## config.mk

```make
export PLATFORM = sky130hd
export DESIGN_NAME = apb_slave_regbank
export DESIGN_NICKNAME = d
export VERILOG_FILES = /design/src/rtl/apb_slave_regbank.sv
export SDC_FILE = /design/constraint.sdc
export NUM_CORES = 1
export LEC_CHECK = 0
export CAP_MARGIN = 20
export CORE_AREA = 2 2 291 207
export DETAILED_ROUTE_END_ITERATION = 6
export DIE_AREA = 0 0 293 209
export HOLD_SLACK_MARGIN = 0.06
export SETUP_SLACK_MARGIN = 0.2
export SYNTH_ARGS = -nofsm -noshare
export SYNTH_HDL_FRONTEND = slang
export SYNTH_SLANG_ARGS = --single-unit
```

## constraint.sdc

```tcl
create_clock -name hclk -period 4.4 [get_ports hclk]
set_input_delay 0.88 -clock hclk [delete_from_list [all_inputs] [get_ports hclk]]
set_output_delay 0.88 -clock hclk [all_outputs]
set_load 0.005 [all_outputs]
```

## src/rtl/apb_slave_regbank.sv

```systemverilog
// apb_slave_regbank: APB3 register bank with ID, CTRL (programmable wait states) and scratch registers
// Ports:
//   hclk, hreset      clock and synchronous active-high reset
//   psel, penable     APB select and access-phase strobes
//   pwrite, paddr     transfer direction and byte address
//   pwdata            write data
//   prdata            registered read data, non-zero only on a legal read completion
//   pready, pslverr   registered completion pulse and error flag
module apb_slave_regbank #(
  parameter int ADDR_WIDTH  = 32,
  parameter int DATA_WIDTH  = 32,
  parameter int NUM_REGS    = 16,
  parameter int WAIT_CYCLES = 0
) (
  input  logic                  hclk,
  input  logic                  hreset,
  input  logic                  psel,
  input  logic                  penable,
  input  logic                  pwrite,
  input  logic [ADDR_WIDTH-1:0] paddr,
  input  logic [DATA_WIDTH-1:0] pwdata,
  output logic [DATA_WIDTH-1:0] prdata,
  output logic                  pready,
  output logic                  pslverr
);
  localparam int IW = $clog2(NUM_REGS);
  localparam logic [DATA_WIDTH-1:0] ID = DATA_WIDTH'(32'hA5B2_0001);
  typedef enum logic {IDLE, ACCESS} state_t;
  state_t                state_q, state_d;
  logic [3:0]            cnt_q, cnt_d, ctrl_q, ctrl_d;
  logic [ADDR_WIDTH-1:0] addr_q, addr_d;
  logic                  write_q, write_d;
  logic [DATA_WIDTH-1:0] wdata_q, wdata_d, prdata_q, prdata_d;
  logic                  pready_q, pready_d, pslverr_q, pslverr_d;
  logic [DATA_WIDTH-1:0] scr_q [NUM_REGS];
  logic [DATA_WIDTH-1:0] scr_d [NUM_REGS];
  logic [ADDR_WIDTH-1:0] ra;
  logic                  rw, rlegal, rerr;
  logic [IW-1:0]         ridx;
  logic [DATA_WIDTH-1:0] rval, rresp;
  // The response is computed from the live bus in the setup cycle (zero-wait
  // case) and from the latched transfer once in ACCESS.
  always_comb begin
    ra     = state_q == IDLE ? paddr : addr_q;
    rw     = state_q == IDLE ? pwrite : write_q;
    ridx   = ra[IW+1:2];
    rlegal = ra[1:0] == 2'b00 && (ra >> (IW + 2)) == '0;
    rerr   = ~rlegal | (rw & ridx == '0);
    rval   = ridx == '0 ? ID : ridx == IW'(1) ? {{(DATA_WIDTH-4){1'b0}}, ctrl_q} : scr_q[ridx];
    rresp  = rw | rerr ? '0 : rval;
  end
  always_comb begin
    state_d   = state_q;
    cnt_d     = cnt_q;
    addr_d    = addr_q;
    write_d   = write_q;
    wdata_d   = wdata_q;
    ctrl_d    = ctrl_q;
    scr_d     = scr_q;
    prdata_d  = prdata_q;
    pready_d  = pready_q;
    pslverr_d = pslverr_q;
    if (state_q == IDLE) begin
      prdata_d  = '0;
      pready_d  = 1'b0;
      pslverr_d = 1'b0;
      if (psel & ~penable) begin
        state_d   = ACCESS;
        addr_d    = paddr;
        write_d   = pwrite;
        wdata_d   = pwdata;
        cnt_d     = ctrl_q;
        pready_d  = ctrl_q == 4'd0;
        prdata_d  = ctrl_q == 4'd0 ? rresp : '0;
        pslverr_d = ctrl_q == 4'd0 & rerr;
      end
    end else if (~psel) begin
      state_d   = IDLE;
      cnt_d     = 4'd0;
      prdata_d  = '0;
      pready_d  = 1'b0;
      pslverr_d = 1'b0;
    end else if (pready_q) begin
      if (penable) begin
        if (write_q & ~rerr) begin
          if (ridx == IW'(1)) ctrl_d = wdata_q[3:0];
          else scr_d[ridx] = wdata_q;
        end
        state_d   = IDLE;
        cnt_d     = 4'd0;
        prdata_d  = '0;
        pready_d  = 1'b0;
        pslverr_d = 1'b0;
      end
    end else if (penable) begin
      // penable low while waiting freezes the counter
      cnt_d     = cnt_q - 4'd1;
      pready_d  = cnt_q == 4'd1;
      prdata_d  = cnt_q == 4'd1 ? rresp : '0;
      pslverr_d = cnt_q == 4'd1 & rerr;
    end
  end
  always_ff @(posedge hclk) begin
    if (hreset) begin
      state_q   <= IDLE;
      cnt_q     <= 4'd0;
      addr_q    <= '0;
      write_q   <= 1'b0;
      wdata_q   <= '0;
      ctrl_q    <= 4'(WAIT_CYCLES);
      scr_q     <= '{default: '0};
      prdata_q  <= '0;
      pready_q  <= 1'b0;
      pslverr_q <= 1'b0;
    end else begin
      state_q   <= state_d;
      cnt_q     <= cnt_d;
      addr_q    <= addr_d;
      write_q   <= write_d;
      wdata_q   <= wdata_d;
      ctrl_q    <= ctrl_d;
      scr_q     <= scr_d;
      prdata_q  <= prdata_d;
      pready_q  <= pready_d;
      pslverr_q <= pslverr_d;
    end
  end
  assign prdata  = prdata_q;
  assign pready  = pready_q;
  assign pslverr = pslverr_q;
endmodule

```

==> reports/qor.txt <==
slew at the pin with the worst max-slew slack -> 1040 ps
Total GRT Usage -> 22.5%
synth warn -> 0
most frequent CP cell -> buf_4
crit-path max cell delay -> 800 ps
share of layout cells above drive strength 1 -> 10.4%
simple-gate area share of the yosys netlist -> 20.3%
P_leak -> 10.9 nW
Yosys top cell by area -> dfxtp_1
first-pass GRT wire length -> 109 mm
CTS H-tree depth -> 2
Synth cell types -> 58
crit end category -> flip-flop
mux cell area share after synthesis -> 17.9%
CTS tree -> yes
DIE HEIGHT -> 209 µm
RSZ-0062 raised after global routing -> false
Crit Path Class -> reg -> reg
class of the tightest hold or removal check -> reg -> reg
Max Clock Freq -> 280 MHz
global route total overflow -> 0
#FFs+latches synth -> 613
Layout Cells excl Fill -> 3360
critical path's slowest cell -> dfxtp_1
Longest Clk Path Bufs -> 3
hpwl dp -> 42.9 mm
synth cell count leaders -> dfxtp_1 (613), o21ai_0 (296), nand3b_1 (290)
largest net degree at the start of global routing -> 112
synthesized netlist net count -> 2632
Max Slew Vio Count -> 0
Post-synth EDFFs -> 0
clk_skew -> 17.2 ps
Worst-path clk slew -> 70 ps
Fin. Hold Viols -> 0
Cell Chain, Critical Path -> buf_4, buf_4, or3_1, a211o_1, o2bb2ai_1, nor3_2, nand3_2, buf_12, mux2i_1
crit-path max FO -> 23
dominant cells by area after synthesis -> dfxtp_1 (47%), mux2i_1 (9.4%), nand3b_1 (8.4%)
CTS resizes -> 0
Row Count -> 75
Worst VDD drop -> 0.278 mV
setup tns final -> 0 ps
Boundary Pins -> 103
final worst slack -> 830 ps
Power per Cell Area -> 381 nW/µm²
WL final -> 69.3 mm
syn_area_per_cell -> 10.2 µm²
post-synthesis xor/xnor area fraction -> 0%
die width -> 293 µm
Worst Path Required -> 4880 ps
Worst Path Buf+Inv -> 3
Setup violations, final -> 0
WP data arrival -> 4050 ps
Startpoint Class -> flip-flop
DRC Markers -> 0
vias in the first global route -> 18800
Synth-to-Final Area Change -> 13.6%
PortBufs -> 102
max-cap viol count -> 0
Via density -> 5.71
First DRT Iteration DRCs -> 1666
Synth top area share -> 47.2%
largest family of logic cells by synthesized area -> simple AND/OR/NAND/NOR gates
total placed cells including tap cells -> 3254
Initial DRT Pass Iterations -> 6
top-count cell post-synth -> dfxtp_1
Post-Synthesis Cells -> 2559
Clock Tree Root -> clkbuf_16
core box area -> 58800 µm²
DR WL/cell -> 20.6 µm
Post-synth top flop -> dfxtp_1
antenna violations before repair -> 1
outcome -> finished, final reports clean
post-layout net count -> 2618
CTS Hold Bufs -> 0
dpl ws -> 413 ps
Initial Utilization -> 44.2%
Synth Cell Area -> 26000 µm²
Compound-Gate Fraction of Synth Area -> 10.0%
ant diodes -> 0
clock period minus worst slack -> 3570 ps
Top delay family on crit path -> simple AND/OR/NAND/NOR gates
Post-Synth Adder-Cell Area -> 0.192%
headroom to the max-slew limit -> 29.7%
Inserted Clock Buffers -> 58
Antenna Nets Post-Route -> 0
routability-driven placement congestion ratio -> 0.837
clock sinks -> 613
DR vias -> 19200
Final Cycle Share -> 81.1%
async set or reset register ratio after synthesis -> 0%
sequential area share after synthesis -> 47.2%
Die ar. -> 61200 µm²
Post-CTS Setup Repair Bufs -> 0
Worst-Skew Late Latency -> 630 ps
-- path summary, 6_finish.rpt --
check	from	end	slack (ps)	cells past startpoint
setup reg to reg	state_q$_SDFF_PP0_	scr_q[33]$_SDFFE_PP0P_	830	9
setup / recovery	state_q$_SDFF_PP0_	scr_q[33]$_SDFFE_PP0P_	830	9
hold reg to reg	scr_q[480]$_SDFFE_PP0P_	scr_q[480]$_SDFFE_PP0P_	450	2
hold / removal	scr_q[480]$_SDFFE_PP0P_	scr_q[480]$_SDFFE_PP0P_	450	2
-- metal layers --
layer | up-vias | routed length [µm] | GRT usage (%)
met5 | - | 0 | 0
met4 | 0 | 1680 | 6.22
met3 | 105 | 3750 | 3.79
met2 | 519 | 30000 | 33.7
met1 | 9486 | 33900 | 33.3
li1 | 9063 | - | -
-- cells by family after synthesis --
family                     count (synthesis)
buffers and inverters                    255
AOI/OAI and AO/OA                        464
muxes                                    344
and+or+nand+nor                          879
DFF                                      613
adders and majority gates                  4
-- where the power goes --
part / switching, W / internal, W / total, W
sequential: 0.0000270 / 0.00558 / 0.00561
clock: 0.00217 / 0.00277 / 0.00493
combinational: 0.000419 / 0.000297 / 0.000716
total: 0.00261 / 0.00865 / 0.0113
-- per-stage QoR --
| step | total power, W | hold slack [ps] | utilization, % | cell area (µm²) |
|---|---|---|---|---|
| floorplan | 0.00619 | 416 | - | 26000 |
| global placement | 0.00644 | 425 | 47.0 | 27600 |
| detailed placement | 0.00645 | 439 | 47.0 | 27600 |
| CTS | 0.0114 | 453 | 50.2 | 29500 |
| global route | 0.0117 | 463 | 50.2 | 29500 |
| finish | 0.0113 | 451 | 50.2 | 29500 |
-- layout make-up --
cell class                 count  area [µm²]
inverter                      11        41.3
sequential                   613       12300
fill                        5292       29300
tap                          770         963
clock inverter                11        87.6
clock buffer                  94        1790
timing repair buffer         170        1740
multi-input combinational   1691       12600
-- registers in the layout, summed over array words and instances (netlist names) --
signal and cells:
state_q 1, addr_q 32, wdata_q 32, prdata 32, cnt_q 4, pslverr 1, ctrl_q 4, scr_q 505
pready 1, write_q 1
-- tightest hold or removal path, delay by kind of cell, from the launching register on --
kind | cells | cell delay (ps)
AND/OR/NAND/NOR | 1 | 40
flip-flops | 1 | 300
buffers and inverters | 1 | 70
-- cell usage in the layout (no fill, tap or decap), drive strengths merged, types with 11 or more instances in the layout --
| cell type | count |
|---|---|
| a22oi | 41 |
| dfxtp | 613 |
| buf | 68 |
| inv | 11 |
| a21o | 20 |
| nand2 | 124 |
| nand4 | 15 |
| nand3 | 46 |
| o21ai | 296 |
| a21oi | 59 |
| nand2b | 202 |
| mux4 | 93 |
| nor2 | 95 |
| clkdlybuf4s50 | 101 |
| clkbuf | 95 |
| nor3 | 13 |
| nor2b | 57 |
| nand3b | 290 |
| mux2i | 246 |
(Power assumes the default switching activity.)
